<file path="src/rtl/sdes_pkg.sv">
// sdes_pkg: shared S-DES state type, S-boxes, permutations and key schedule
package sdes_pkg;

    typedef enum logic [1:0] {IDLE, RND1, RND2, OUT} state_t;

    localparam logic [1:0] S0 [4][4] = '{
        '{2'd1, 2'd0, 2'd3, 2'd2},
        '{2'd3, 2'd2, 2'd1, 2'd0},
        '{2'd0, 2'd2, 2'd1, 2'd3},
        '{2'd3, 2'd1, 2'd3, 2'd2}
    };

    localparam logic [1:0] S1 [4][4] = '{
        '{2'd0, 2'd1, 2'd2, 2'd3},
        '{2'd2, 2'd0, 2'd1, 2'd3},
        '{2'd3, 2'd0, 2'd1, 2'd0},
        '{2'd2, 2'd1, 2'd0, 2'd3}
    };

    // Bit n of an S-DES word (MSB-first, 1-based) lives at index width-n.
    function automatic logic [9:0] p10(input logic [9:0] k);
        return {k[7], k[5], k[8], k[3], k[6], k[0], k[9], k[1], k[2], k[4]};
    endfunction

    function automatic logic [7:0] p8(input logic [9:0] k);
        return {k[4], k[7], k[3], k[6], k[2], k[5], k[0], k[1]};
    endfunction

    function automatic logic [9:0] ls1(input logic [9:0] k);
        return {k[8:5], k[9], k[3:0], k[4]};
    endfunction

    function automatic logic [7:0] ip(input logic [7:0] d);
        return {d[6], d[2], d[5], d[7], d[4], d[0], d[3], d[1]};
    endfunction

    function automatic logic [7:0] ip_inv(input logic [7:0] d);
        return {d[4], d[7], d[5], d[3], d[1], d[6], d[0], d[2]};
    endfunction

    function automatic logic [7:0] ep(input logic [3:0] r);
        return {r[0], r[3], r[2], r[1], r[2], r[1], r[0], r[3]};
    endfunction

    function automatic logic [3:0] p4(input logic [3:0] s);
        return {s[2], s[0], s[1], s[3]};
    endfunction

    function automatic logic [7:0] k1_of(input logic [9:0] key);
        return p8(ls1(p10(key)));
    endfunction

    function automatic logic [7:0] k2_of(input logic [9:0] key);
        return p8(ls1(ls1(ls1(p10(key)))));
    endfunction

endpackage

</file>
<file path="src/rtl/sdes_fk.sv">
// sdes_fk: combinational S-DES round function fK (left half mixed, right half passed)
module sdes_fk
    import sdes_pkg::*;
(
    input  logic [7:0] data,
    input  logic [7:0] subkey,
    output logic [7:0] res
);
    logic [7:0] t;
    logic [1:0] a, b;
    assign t   = ep(data[3:0]) ^ subkey;
    assign a   = S0[{t[7], t[4]}][{t[6], t[5]}];
    assign b   = S1[{t[3], t[0]}][{t[2], t[1]}];
    assign res = {data[7:4] ^ p4({a, b}), data[3:0]};
endmodule

</file>
<file path="src/rtl/sdes_dec_iter.sv">
// sdes_dec_iter: iterative S-DES decryptor, one shared fK over two rounds
module sdes_dec_iter
    import sdes_pkg::*;
(
    input  logic       clk,
    input  logic       rstn,
    input  logic [9:0] i_key,
    input  logic [7:0] i_cipher_text,
    input  logic       i_valid,
    output logic       o_ready,
    output logic [7:0] o_pln_txt,
    output logic       o_valid,
    input  logic       i_ready
);
    state_t     state;
    logic [7:0] data, k1, k2, fk_res;
    assign o_ready = state == IDLE;
    // Decryption runs the key schedule backwards: K2 in the first round.
    sdes_fk u_fk (.data(data), .subkey(state == RND1 ? k2 : k1), .res(fk_res));
    always_ff @(posedge clk or negedge rstn) begin
        if (!rstn) begin
            state     <= IDLE;
            data      <= '0;
            k1        <= '0;
            k2        <= '0;
            o_pln_txt <= '0;
            o_valid   <= 1'b0;
        end else begin
            case (state)
                IDLE: if (i_valid) begin
                    data  <= ip(i_cipher_text);
                    k1    <= k1_of(i_key);
                    k2    <= k2_of(i_key);
                    state <= RND1;
                end
                RND1: begin
                    data  <= {fk_res[3:0], fk_res[7:4]};
                    state <= RND2;
                end
                RND2: begin
                    o_pln_txt <= ip_inv(fk_res);
                    o_valid   <= 1'b1;
                    state     <= OUT;
                end
                OUT: if (i_ready) begin
                    o_valid <= 1'b0;
                    state   <= IDLE;
                end
            endcase
        end
    end
endmodule
</file>
<file path="config.mk">
export PLATFORM = sky130hd
export DESIGN_NAME = sdes_dec_iter
export DESIGN_NICKNAME = d
export VERILOG_FILES = /design/src/rtl/sdes_pkg.sv /design/src/rtl/sdes_fk.sv /design/src/rtl/sdes_dec_iter.sv
export SDC_FILE = /design/constraint.sdc
export NUM_CORES = 1
export LEC_CHECK = 0
export CORE_ASPECT_RATIO = 0.6
export CORE_MARGIN = 5
export CORE_UTILIZATION = 52
export CTS_BUF_LIST = sky130_fd_sc_hd__clkbuf_16
export CTS_CLUSTER_DIAMETER = 40
export DETAILED_ROUTE_END_ITERATION = 16
export HOLD_SLACK_MARGIN = 0.02
export PLACE_DENSITY_LB_ADDON = 0.05
export SKIP_CTS_REPAIR_TIMING = 1
export SYNTH_ARGS = -nofsm -noshare
export SYNTH_HDL_FRONTEND = slang
export SYNTH_SLANG_ARGS = --single-unit
</file>
<file path="constraint.sdc">
create_clock -name clk -period 2.8 [get_ports clk]
set_input_delay 0.28 -clock clk [delete_from_list [all_inputs] [get_ports clk]]
set_output_delay 0.28 -clock clk [all_outputs]
set_load 0.03 [all_outputs]
</file>
==> metrics.cfg <==
[route]
drc_errors=0
postRouteAntennaNets=0
post_drt_wl_per_cell_um=15.2
vias=1239
initialDrtViolationCount=29
drt_wl_total_um=3550
dr.pass1.iters=4
via_per_inst=5.32

[min_path]
hp-class=primary input to asynchronous set/reset pin

[setup_path]
crit_fanout=6
r2r_cells=8
crit_path_start_kind=flop
reg2reg_to=o_pln_txt[2]
worst-setup-path-type=flop to flop
endpoint_kind=flop
rrSetupSlack_ns=0.20
critPathArrivalTime_ns=2.76
rr_startpoint=state[1]
required_ns=2.96

[cells_and_area]
fin_nets=218
antennaDiodeCount=0
fillers=250
regArea_sq_um=726
final_cell_mix=31 x clkdlybuf4s50_1, 29 x dfrtp_1, 14 x nand2_1
final_common_cell=clkdlybuf4s50_1
multi_input_area_sq_um=955
drive_gt1_share_pct=12.8
finish.utilization_pct=68.6
stdcell_area_sq_um=2220
syn_to_final_growth_pct=28.2

[placement]
gp_congestion=0.749
dpl.hpwl_um=2620
portBuffers=31
place_area_sq_um=2090

[yosys]
synth_ff_type=dfrtp_1
synthCells=155
yosys_warnings=0
syn_area_per_cell_sq_um=11.2
synth_top_area_cell=dfrtp_1
syn_nets=185
ys_seq_elements=29
synth_cell_types=36
synth_top_area_share_pct=41.8
ys_async_sr_fraction_pct=100
ys_seq_area_share_pct=41.8
synth.cell_area_sq_um=1740
synth-edff-count=0
synth_area_leaders=dfrtp_1 42%, mux2i_1 8.1%, mux2_1 7.1%

[timing]
tns_ns=0
setup_violations=0
grt_setup_unrepaired=no
worst_slew_pin_slew_ns=0.526
slew_headroom_pct=64.9
drv_slew=0
period_minus_slack_ns=2.60
hold_viol=0
fmax_ghz=0.385
fin_crit_sh_pct=92.8
fin_worst_skew_ns=0.00622

[clock_network]
tritoncts=built
cts-buffers-inserted=5
cts-root-buf=clkbuf_16
htreeDepth=2
clkTransAtPathRegs_ns=0.05
clk_latency_ns=0.27
clockBufferDepth=2
cts.sinks=29

[die]
die_area_sq_um=4630
die_y_um=54.8
num_rows=16
die_x_um=84.6
core_area_sq_um=3240
num_io_pins=32
start_util_pct=53.5

[grt]
grt_max_degree=30
grt-ovfl-total=0
grt_pass1_wl_um=6060
grt_usage_pct=17.4
grt_pass1_vias=1312
antenna_found_initial=0

[outcome]
outcome=completed

[flow_run]
drv_cap=0

-- per-layer routing --
metal,GRT usage [%],vias to the layer above,share of wire [%]
li1,-,599,-
met1,22.0,599,48
met2,27.5,32,44
met3,6.17,9,5.3
met4,7.37,0,1.9
met5,0,-,0
-- how the worst max path moves through the flow --
stage,from,endpoint,slack (ns),depth (start not counted)
detailed placement,state[1],o_pln_txt[2],0.14,8
global placement,state[1],o_pln_txt[2],0.22,8
finish,state[1],o_pln_txt[2],0.20,8
CTS,state[1],o_pln_txt[2],0.11,8
floorplan,state[1],o_pln_txt[2],0.25,9
global route,state[1],data[0],0.04,9
-- sequential cells by signal, indices dropped and copies added (netlist names) --
register / cells
data: 8
o_pln_txt: 8
k1: 7
k2: 3
state: 2
o_valid: 1
-- stage by stage --
step                      setup slack [ns]  instances  hold slack (ns)
after floorplan                      0.251        155          -0.0156
after global placement               0.225        226            0.487
after detailed placement             0.137        226            0.485
after CTS                            0.109        233            0.414
after global routing                0.0401        233            0.446
final                                0.201        233            0.403
-- worst max-delay path, cell delays in order (launching register included) --
cell,delay [ns]
dfrtp_1,0.40
inv_1,0.13
ha_2,0.29
mux2i_1,0.24
xnor2_1,0.22
ha_1,0.30
mux4_2,0.46
xnor2_1,0.16
mux2_2,0.28
-- synthesized netlist by cell type (4+ instances only) --
| master | n |
|---|---|
| nor2_1 | 8 |
| mux2_2 | 6 |
| nor3b_1 | 4 |
| a21oi_1 | 5 |
| mux2_1 | 11 |
| mux2i_1 | 14 |
| clkbuf_1 | 5 |
| ha_1 | 8 |
| dfrtp_1 | 29 |
| inv_1 | 6 |
| xnor2_1 | 6 |
| xor2_1 | 7 |
| o21ai_1 | 4 |
| nand2_1 | 14 |
-- cells by family after synthesis --
| logic type | synth area share [%] |
|---|---|
| muxes | 21.7 |
| adders and majority gates | 5.77 |
| DFF | 41.8 |
| and+or+nand+nor | 9.88 |
| xor gates and xnor gates | 9.37 |
| buffers and inverters | 3.53 |
| AOI/OAI and AO/OA | 7.93 |
-- cell type report --
cell class | instances | area share, %
clock buffer | 5 | 5.62
tap | 45 | 2.53
sequential | 29 | 32.6
clock inverter | 2 | 0.337
multi-input combinational | 112 | 42.9
timing repair buffer | 34 | 15.0
inverter | 6 | 1.01
Power is not shown: default switching activity piles up to over one toggle a cycle in this logic, so the estimate is an artifact.
